--- src/rtl/rf_pkg.sv ---
// Shared types for the register-file write side.
// Holds the address width, the data width and the queued long-latency result entry.
package rf_pkg;

    localparam int unsigned REG_ADDR_W = 5;
    localparam int unsigned XLEN       = 32;

    typedef struct packed {
        logic [REG_ADDR_W-1:0] rd;
        logic [XLEN-1:0]       data;
    } wb_entry_t;

endpackage

--- src/rtl/rf_write_arbiter_if.sv ---
// Signal bundle between decode/WB/long-latency units (master) and the write arbiter (slave).
interface rf_write_arbiter_if #(
    parameter int unsigned XLEN = 32
) ();
    import rf_pkg::*;

    logic                  pipe_we;
    logic [REG_ADDR_W-1:0] pipe_rd;
    logic [XLEN-1:0]       pipe_data;
    logic                  pipe_stall;

    logic                  mc_valid;
    logic                  mc_ready;
    logic [REG_ADDR_W-1:0] mc_rd;
    logic [XLEN-1:0]       mc_data;

    logic                  iss_valid;
    logic [REG_ADDR_W-1:0] iss_rd;
    logic [REG_ADDR_W-1:0] q_a1;
    logic [REG_ADDR_W-1:0] q_a2;
    logic [REG_ADDR_W-1:0] q_rd;
    logic                  id_stall;

    logic                  we3;
    logic [REG_ADDR_W-1:0] a3;
    logic [XLEN-1:0]       wd3;

    modport master (
        output pipe_we, pipe_rd, pipe_data, mc_valid, mc_rd, mc_data,
               iss_valid, iss_rd, q_a1, q_a2, q_rd,
        input  pipe_stall, mc_ready, id_stall, we3, a3, wd3
    );

    modport slave (
        input  pipe_we, pipe_rd, pipe_data, mc_valid, mc_rd, mc_data,
               iss_valid, iss_rd, q_a1, q_a2, q_rd,
        output pipe_stall, mc_ready, id_stall, we3, a3, wd3
    );

endinterface

--- src/rtl/wb_result_fifo.sv ---
// Small synchronous FIFO holding long-latency results until the write port is free.
module wb_result_fifo #(
    parameter int unsigned DEPTH = 2,
    localparam int unsigned CntW = $clog2(DEPTH) + 1
) (
    input  logic              clk,
    input  logic              rst_n,
    input  logic              push,
    input  rf_pkg::wb_entry_t wdata,
    input  logic              pop,
    output rf_pkg::wb_entry_t head,
    output logic [CntW-1:0]   count,
    output logic              empty
);
    import rf_pkg::*;

    localparam int unsigned AW = $clog2(DEPTH);

    wb_entry_t       mem_q [DEPTH];
    logic [AW-1:0]   wr_ptr_q;
    logic [AW-1:0]   rd_ptr_q;
    logic [CntW-1:0] count_q;

    // Pointers wrap naturally because DEPTH is a power of two.
    always_ff @(posedge clk or negedge rst_n) begin
        if (!rst_n) begin
            wr_ptr_q <= '0;
            rd_ptr_q <= '0;
            count_q  <= '0;
        end else begin
            if (push) wr_ptr_q <= wr_ptr_q + 1'b1;
            if (pop)  rd_ptr_q <= rd_ptr_q + 1'b1;
            count_q <= count_q + CntW'(push) - CntW'(pop);
        end
    end

    always_ff @(posedge clk) begin
        if (push) mem_q[wr_ptr_q] <= wdata;
    end

    assign head  = mem_q[rd_ptr_q];
    assign count = count_q;
    assign empty = (count_q == '0);

endmodule

--- src/rtl/rf_write_arbiter.sv ---
// Merges WB writes and queued long-latency results onto the single register-file write port,
// tracks registers awaiting long-latency results and raises the decode hazard stall.
module rf_write_arbiter #(
    parameter int unsigned XLEN         = 32,
    parameter int unsigned DEPTH        = 2,
    parameter int unsigned STARVE_LIMIT = 4
) (
    input logic               clk,
    input logic               rst_n,
    rf_write_arbiter_if.slave bus
);
    import rf_pkg::*;

    localparam int unsigned CntW = $clog2(DEPTH) + 1;

    wb_entry_t             push_entry;
    wb_entry_t             head;
    logic                  push;
    logic                  pop;
    logic                  fifo_empty;
    logic [CntW-1:0]       fifo_count;
    logic                  force_head;

    logic                  we_sel;
    logic [REG_ADDR_W-1:0] a_sel;
    logic [XLEN-1:0]       wd_sel;
    logic                  pipe_stall;

    logic [31:0]           busy_q, busy_d;
    logic [3:0]            starve_q, starve_d;

    // Ready depends on registered occupancy only, so a pop never makes room in the same cycle.
    assign bus.mc_ready = (fifo_count < CntW'(DEPTH));
    assign push         = bus.mc_valid && bus.mc_ready && (bus.mc_rd != '0);
    assign push_entry   = '{rd: bus.mc_rd, data: bus.mc_data};

    wb_result_fifo #(
        .DEPTH (DEPTH)
    ) u_fifo (
        .clk   (clk),
        .rst_n (rst_n),
        .push  (push),
        .wdata (push_entry),
        .pop   (pop),
        .head  (head),
        .count (fifo_count),
        .empty (fifo_empty)
    );

    assign force_head = !fifo_empty && (starve_q == 4'(STARVE_LIMIT));

    always_comb begin
        we_sel     = 1'b0;
        a_sel      = '0;
        wd_sel     = '0;
        pop        = 1'b0;
        pipe_stall = 1'b0;
        if (force_head) begin
            we_sel     = 1'b1;
            a_sel      = head.rd;
            wd_sel     = head.data;
            pop        = 1'b1;
            pipe_stall = bus.pipe_we;
        end else if (bus.pipe_we) begin
            we_sel = 1'b1;
            a_sel  = bus.pipe_rd;
            wd_sel = bus.pipe_data;
        end else if (!fifo_empty) begin
            we_sel = 1'b1;
            a_sel  = head.rd;
            wd_sel = head.data;
            pop    = 1'b1;
        end
    end

    assign bus.we3        = we_sel;
    assign bus.a3         = a_sel;
    assign bus.wd3        = wd_sel;
    assign bus.pipe_stall = pipe_stall;

    // Issue after pop so a same-cycle set of the same register wins.
    always_comb begin
        busy_d = busy_q;
        if (pop) busy_d[head.rd] = 1'b0;
        if (bus.iss_valid && (bus.iss_rd != '0)) busy_d[bus.iss_rd] = 1'b1;
        busy_d[0] = 1'b0;
    end

    assign starve_d = (!fifo_empty && bus.pipe_we && !pop) ? starve_q + 4'd1 : 4'd0;

    always_ff @(posedge clk or negedge rst_n) begin
        if (!rst_n) begin
            busy_q   <= '0;
            starve_q <= '0;
        end else begin
            busy_q   <= busy_d;
            starve_q <= starve_d;
        end
    end

    assign bus.id_stall = busy_q[bus.q_a1] | busy_q[bus.q_a2] | busy_q[bus.q_rd];

endmodule

--- src/flat_wrapper.sv ---
// flat-port wrapper written by rule: the top's interface ports become plain ports
module rf_write_arbiter_flat import rf_pkg::*;
#(
    parameter int unsigned XLEN         = 32,
    parameter int unsigned DEPTH        = 2,
    parameter int unsigned STARVE_LIMIT = 4
)
  (clk, rst_n, bus_pipe_we, bus_pipe_rd, bus_pipe_data, bus_mc_valid, bus_mc_rd, bus_mc_data, bus_iss_valid, bus_iss_rd, bus_q_a1, bus_q_a2, bus_q_rd, bus_pipe_stall, bus_mc_ready, bus_id_stall, bus_we3, bus_a3, bus_wd3);
  rf_write_arbiter_if #(.XLEN(XLEN)) bus_i ();
  input logic clk;
  input logic rst_n;
  input wire logic [$bits(bus_i.pipe_we)-1:0] bus_pipe_we;
  input wire logic [$bits(bus_i.pipe_rd)-1:0] bus_pipe_rd;
  input wire logic [$bits(bus_i.pipe_data)-1:0] bus_pipe_data;
  input wire logic [$bits(bus_i.mc_valid)-1:0] bus_mc_valid;
  input wire logic [$bits(bus_i.mc_rd)-1:0] bus_mc_rd;
  input wire logic [$bits(bus_i.mc_data)-1:0] bus_mc_data;
  input wire logic [$bits(bus_i.iss_valid)-1:0] bus_iss_valid;
  input wire logic [$bits(bus_i.iss_rd)-1:0] bus_iss_rd;
  input wire logic [$bits(bus_i.q_a1)-1:0] bus_q_a1;
  input wire logic [$bits(bus_i.q_a2)-1:0] bus_q_a2;
  input wire logic [$bits(bus_i.q_rd)-1:0] bus_q_rd;
  output wire logic [$bits(bus_i.pipe_stall)-1:0] bus_pipe_stall;
  output wire logic [$bits(bus_i.mc_ready)-1:0] bus_mc_ready;
  output wire logic [$bits(bus_i.id_stall)-1:0] bus_id_stall;
  output wire logic [$bits(bus_i.we3)-1:0] bus_we3;
  output wire logic [$bits(bus_i.a3)-1:0] bus_a3;
  output wire logic [$bits(bus_i.wd3)-1:0] bus_wd3;
  assign bus_i.pipe_we = bus_pipe_we;
  assign bus_i.pipe_rd = bus_pipe_rd;
  assign bus_i.pipe_data = bus_pipe_data;
  assign bus_i.mc_valid = bus_mc_valid;
  assign bus_i.mc_rd = bus_mc_rd;
  assign bus_i.mc_data = bus_mc_data;
  assign bus_i.iss_valid = bus_iss_valid;
  assign bus_i.iss_rd = bus_iss_rd;
  assign bus_i.q_a1 = bus_q_a1;
  assign bus_i.q_a2 = bus_q_a2;
  assign bus_i.q_rd = bus_q_rd;
  assign bus_pipe_stall = bus_i.pipe_stall;
  assign bus_mc_ready = bus_i.mc_ready;
  assign bus_id_stall = bus_i.id_stall;
  assign bus_we3 = bus_i.we3;
  assign bus_a3 = bus_i.a3;
  assign bus_wd3 = bus_i.wd3;
  rf_write_arbiter #(.XLEN(XLEN), .DEPTH(DEPTH), .STARVE_LIMIT(STARVE_LIMIT)) u_core (.clk(clk), .rst_n(rst_n), .bus(bus_i));
endmodule
--- config.mk ---
export PLATFORM = sky130hd
export DESIGN_NAME = rf_write_arbiter_flat
export DESIGN_NICKNAME = d
export VERILOG_FILES = /design/src/rtl/rf_pkg.sv /design/src/rtl/rf_write_arbiter_if.sv /design/src/rtl/wb_result_fifo.sv /design/src/rtl/rf_write_arbiter.sv /design/src/flat_wrapper.sv
export SDC_FILE = /design/constraint.sdc
export NUM_CORES = 1
export LEC_CHECK = 0
export ABC_AREA = 1
export CAP_MARGIN = 20
export CORE_MARGIN = 5
export CORE_UTILIZATION = 50
export CTS_CLUSTER_DIAMETER = 30
export DETAILED_ROUTE_END_ITERATION = 10
export GPL_TIMING_DRIVEN = 1
export PLACE_DENSITY = 0.8
export SKIP_CTS_REPAIR_TIMING = 1
export SKIP_LAST_GASP = 1
export SYNTH_ARGS = -nofsm -noshare
export SYNTH_HDL_FRONTEND = slang
export SYNTH_SLANG_ARGS = --single-unit
--- constraint.sdc ---
create_clock -name clk -period 3.71 [get_ports clk]
set_input_delay 0.742 -clock clk [delete_from_list [all_inputs] [get_ports clk]]
set_output_delay 0.742 -clock clk [all_outputs]
set_load 0.01 [all_outputs]
==> results of run 1 <==
state kept, by name (all words and copies together), names as in the netlist:
signal	flops
u_core.u_fifo.mem_q	74
u_core.starve_q	4
u_core.u_fifo.count	2
u_core.busy_q	31
u_core.u_fifo.rd_ptr_q	1
u_core.u_fifo.wr_ptr_q	1
placed cells by master (no fill, tap or decap), drive strengths merged, types with 3 or more instances in the layout:
cell           count
buf               12
bufinv             3
clkbuf            20
clkdlybuf4s50    139
clkinv             9
dfrtp             39
edfxtp            74
ha                 4
inv               53
mux2i             33
nand2            124
nand3            127
nor2              20
o21ai            104
or2                4
xnor2              3
xor2               3
cells by family after synthesis:
group | Yosys count | synth area share
AND/OR/NAND/NOR | 280 | 0.2213
multiplexers | 33 | 0.05871
XOR/XNOR | 6 | 0.009001
AO/OA/AOI/OAI | 107 | 0.09557
adder cells (fa/ha/maj) | 4 | 0.008571
flip-flops | 113 | 0.5477
buffers and inverters | 83 | 0.05914
critical path, stage by stage, from the launching register on:
cell	delay (ns)
dfrtp_1	0.39
inv_1	0.06
ha_1	0.19
nand3b_1	0.17
or2_2	0.60
nand3_1	0.14
o21ai_0	0.19
clkdlybuf4s50_1	0.61
final timing paths:
check,slack (ns),startpoint,to
max,0.21,u_core.starve_q[0],bus_a3[4]
min,0.50,u_core.starve_q[0],u_core.starve_q[0]
min in group asynchronous,0.77,rst_n,u_core.busy_q[20]
max reg2reg,1.43,u_core.starve_q[0],u_core.u_fifo.count[1]
max in group asynchronous,2.58,rst_n,u_core.u_fifo.rd_ptr_q
min reg2reg,0.50,u_core.starve_q[0],u_core.starve_q[0]
through the flow:
stage | instances | total power, uW | setup WS, ns
6_report | 923 | 5573 | 0.2103
3_3_place_gp | 891 | 3922 | 0.3601
2_1_floorplan | 626 | 3106 | 0.7358
5_1_grt | 923 | 5861 | 0.01535
4_1_cts | 923 | 5578 | 0.2089
3_5_place_dp | 891 | 3973 | 0.3581
metal layers:
layer / GRT usage / up-vias / share of wire
li1: - / 2467 / -
met2: 0.4371 / 218 / 0.51
met4: 0.08889 / 0 / 0.027
met5: 0 / - / 0
met1: 0.3053 / 2473 / 0.39
met3: 0.07208 / 40 / 0.069
area by class of cell:
| type | instances | area [sq um] |
|---|---|---|
| clock buffers | 20 | 436.7 |
| clock inverters | 12 | 141.4 |
| fillers | 837 | 3455 |
| inverters | 54 | 202.7 |
| multi-input cells | 430 | 2311 |
| flip-flops and latches | 113 | 3199 |
| well taps | 143 | 178.9 |
| repair buffers | 151 | 1494 |
power breakdown:
group	switching (uW)	total (uW)	internal, uW
Clock	541	1590	1040
Combinational	1050	1860	809
Sequential	407	2130	1720
Total	1990	5570	3580
==> out/metrics.yaml, run 1 <==
synthesis:
  yosys_warnings: 0
  synth_top_area_cell: "edfxtp_1"
  synth_edf_count: 74
  synth_top_area_frac: 0.3805
  avgSynthCellArea_sq_um: 9.328
  seq_area_frac_synth: 0.5477
  syn-num-nets: 729
  ys_ff_latch: 113
  ys_top_cells_by_area: "edfxtp_1 38%, dfrtp_1 17%, nand3_1 11%, nand2_1 7.8%, mux2i_1 5.5%"
  postSynth.asyncResetShare: 0.3451
  syn_area_sq_um: 5839
  yosysMostFrequentCell: "nand3_1"
  synth-main-ff-cell: "edfxtp_1"
  synth_commonest_cells: "125 x nand3_1, 121 x nand2_1, 74 x edfxtp_1, 50 x o21ai_0, 50 x o21ai_1"
  yosysUniqueCellTypes: 34
  synthCells: 626
floorplanning:
  std_cell_rows: 39
  design.die.area_sq_um: 13940
  die_h_microns: 118.1
  initial_core_util: 0.5114
  dieWidth_microns: 118.1
  core_region_area_sq_um: 11420
  io_pins: 140
worst_setup_path:
  cp_data_arrival_time_ns: 2.76
  critPathCaptureType: "primary output"
  ff2ff_path_depth: 10
  cp-start-kind: "register"
  critical_path_class: "reg -> out"
  worstPathRequired_ns: 2.97
  crit_fanout: 38
placed_design:
  io_buffers: 139
  postPlaceCellArea_sq_um: 7386
  dp_hpwl_microns: 13090
  gp_congestion: 0.9442
final_layout:
  final_util: 0.6975
  syn2layout_area_growth_pct: 36.38
  drive_above_1_share: 0.07564
  fin_nets: 870
  antennaDiodeCount: 0
  design_area_sq_um: 7964
timing:
  setup_viol: 0
  min_period_ns: 3.500
  fmax_mhz: 285.7
  finalHoldViolations: 0
  max_slew_margin: 0.5381
  slew_violations: 0
  tns_ns: 0
  hold_slack_ns: 0.4951
  finalCritPeriodShare: 0.9433
  rsz0062_at_grt: "no"
  clock_skew_ns: 0.009550
  tightest_slew_ns: 0.6928
clocking:
  cts_root_buf: "clkbuf_16"
  clock_sink_count: 113
  cts_buffer_depth: 2
  insertion_delay_ns: 0.40
  path_clk_slew_ns: 0.05
  cts_tree: "done"
  cts_buffers: 17
  htree_levels: 4
power:
  ir_drop_v: 0.0004377
  power.density_nw_per_um2: 699.8
  leakagePower_uw: 0.003261
routing:
  drtIter0Drc: 479
  firstDrtPassIters: 5
  detail-route-antenna-nets: 0
  vias: 5198
  wl_per_cell_microns: 19.27
  wirelength_microns: 17780
  viasPerCell: 5.632
  drc: 0
global_routing:
  grtUsageTotal: 0.2546
  grt-ovfl-total: 0
  antenna_found_initial: 0
  grt_pass1_vias: 5284
  grt_pass1_wl_microns: 28280
  grt_max_degree: 40
worst_hold_path:
  hold_depth: 1
  hold_path.class: "reg -> reg"
job:
  maxCapViolations: 0
run_status:
  outcome: "complete, no violations"
(Power assumes the default switching activity.)
==> run 2, diff against run 1 <==
--- a/config.mk
+++ b/config.mk
@@ -12,6 +12,7 @@
 export CTS_CLUSTER_DIAMETER = 30
 export DETAILED_ROUTE_END_ITERATION = 10
 export GPL_TIMING_DRIVEN = 1
+export HOLD_SLACK_MARGIN = 0.02
 export PLACE_DENSITY = 0.8
 export SKIP_CTS_REPAIR_TIMING = 1
 export SKIP_LAST_GASP = 1
==> constraint.sdc (replaced) <==
create_clock -name clk -period 3.71 [get_ports clk]
set_input_delay 0.742 -clock clk [delete_from_list [all_inputs] [get_ports clk]]
set_output_delay 0.742 -clock clk [all_outputs]
set_load 0.02 [all_outputs]
==> run 2 against run 1 <==
Count of clock-buffer cells in the layout up 6; sequential cell count unchanged; clock power down 6%; largest cell class unchanged; highest routed layer unchanged.
==> out/metrics.yaml, run 2 (synthesized netlist as in run 1, its figures left out) <==
worst_setup_path:
  worstPathRequired_ns: 2.97
  worstPathCellList: "clkdlybuf4s50_1, inv_1, nand2_1, nand3_1, nand3_1, nand2_1, nand2_1, nand3_1, nand2_1, nand3_1, clkdlybuf4s50_1"
  cp_slowest_cell: "clkdlybuf4s50_1"
  critPathCaptureType: "primary output"
  cp_data_arrival_time_ns: 2.73
  slowest_delay_ns: 0.60
  critical_path_class: "in -> out"
  ff2ff_path_depth: 10
  crit_fanout: 15
  worst-path-buf-inv: 3
  crit_family: "buffers and inverters"
  cp-start-kind: "input pin"
  cp.depth: 11
final_layout:
  largest_reg_flops: 74
  syn2layout_area_growth_pct: 36.40
  antennaDiodeCount: 0
  final_common_cell: "clkdlybuf4s50_1"
  max_flop_register: "u_core.u_fifo.mem_q"
  fin_nets: 871
  final_cell_mix: "139 x clkdlybuf4s50_1, 125 x nand3_1, 121 x nand2_1"
  drive_above_1_share: 0.07810
  reg.largest.list: "u_core.u_fifo.mem_q: 74 flops, u_core.busy_q: 31 flops, u_core.starve_q: 4 flops"
timing:
  worst_slack_ns: 0.2336
  finalCritPeriodShare: 0.9370
  tightest_slew_ns: 0.6138
  rsz0062_at_grt: "no"
  slew_violations: 0
  tns_ns: 0
  max_slew_margin: 0.5908
  setup_viol: 0
  fmax_mhz: 287.7
  finalHoldViolations: 0
  min_period_ns: 3.476
  clock_skew_ns: 0.005951
power:
  power.density_nw_per_um2: 702.0
  ir_drop_v: 0.0004732
  leakagePower_uw: 0.003266
placed_design:
  io_buffers: 139
  gp_congestion: 0.9503
  dp_hpwl_microns: 12720
  post-place-ws_ns: 0.2942
clocking:
  insertion_delay_ns: 0.40
  cts_root_buf: "clkbuf_16"
  htree_levels: 4
  cts_tree: "done"
  clock_sink_count: 113
  path_clk_slew_ns: 0.05
  cts_buffer_depth: 2
  cts_buffers: 17
routing:
  viasPerCell: 5.695
  drc: 0
  met1_length_microns: 6698
  wl_met2_microns: 8561
  vias: 5262
  wl_met3_microns: 1471
  wirelength_microns: 17390
  drtIter0Drc: 532
  top_layer_used: "met4"
  wl_per_cell_microns: 18.82
  firstDrtPassIters: 7
  detail-route-antenna-nets: 0
floorplanning:
  initial_core_util: 0.5114
  io_pins: 140
  die_h_microns: 118.1
  dieWidth_microns: 118.1
  core_region_area_sq_um: 11420
  design.die.area_sq_um: 13940
  std_cell_rows: 39
global_routing:
  grt_max_degree: 40
  grtUsageTotal: 0.2477
  antenna_found_initial: 0
  grt_pass1_vias: 5276
  grt-ovfl-total: 0
  grt_pass1_wl_microns: 27440
run_status:
  outcome: "complete, no violations"
job:
  maxCapViolations: 0
worst_hold_path:
  hold_path.class: "reg -> reg"
  hold_depth: 2
## run 2: cell types whose count changed in the layout (fill, tap and decap cells not counted), sizes merged
| cell | change |
|---|---|
| clkbuf | +6 |
| clkinv | -4 |
| bufinv | -2 |
| buf | +1 |
## run 2: final cells by class
class	instances	area, sq um
clock buffers	26	499.2
clock inverters	6	57.56
fillers	850	3453
inverters	54	202.7
multi-input cells	430	2313
flip-flops and latches	113	3199
well taps	143	178.9
repair buffers	152	1514
## run 2: layer usage
metal	vias to the layer above	GRT usage
met5	-	0
met4	0	0.09964
met3	53	0.06535
met2	238	0.4212
met1	2506	0.2976
li1	2465	-
## run 2: stage by stage
step	hold slack (ns)	power, uW	instances	area (sq um)	utilization
6_report	0.5202	5591	924	7965	0.6976
3_3_place_gp	0.4668	4033	892	7406	0.6486
3_5_place_dp	0.4830	4086	892	7406	0.6486
2_1_floorplan	0.4464	3206	626	5839	-
4_1_cts	0.5085	5595	924	7963	0.6973
5_1_grt	0.5319	5868	924	7965	0.6976
## run 2: worst min-delay path, cell delays in order (launching register included)
cell,delay [ns]
dfrtp_1,0.34
o21ai_1,0.07
o21ai_1,0.07
## run 2: power by group
group / internal [uW] / switching [uW]
combinational: 826 / 1140
sequential: 1720 / 409
clock: 985 / 504
total: 3530 / 2060
## run 2: path summary, 6_finish.rpt
check / startpoint / to / slack (ns)
max in group asynchronous: rst_n / u_core.u_fifo.rd_ptr_q / 2.57
hold / removal: u_core.busy_q[3] / u_core.busy_q[3] / 0.52
hold reg to reg: u_core.busy_q[3] / u_core.busy_q[3] / 0.52
setup reg to reg: u_core.starve_q[0] / u_core.u_fifo.count[1] / 1.36
min in group asynchronous: rst_n / u_core.busy_q[10] / 0.77
setup / recovery: bus_q_a1[0] / bus_id_stall / 0.23
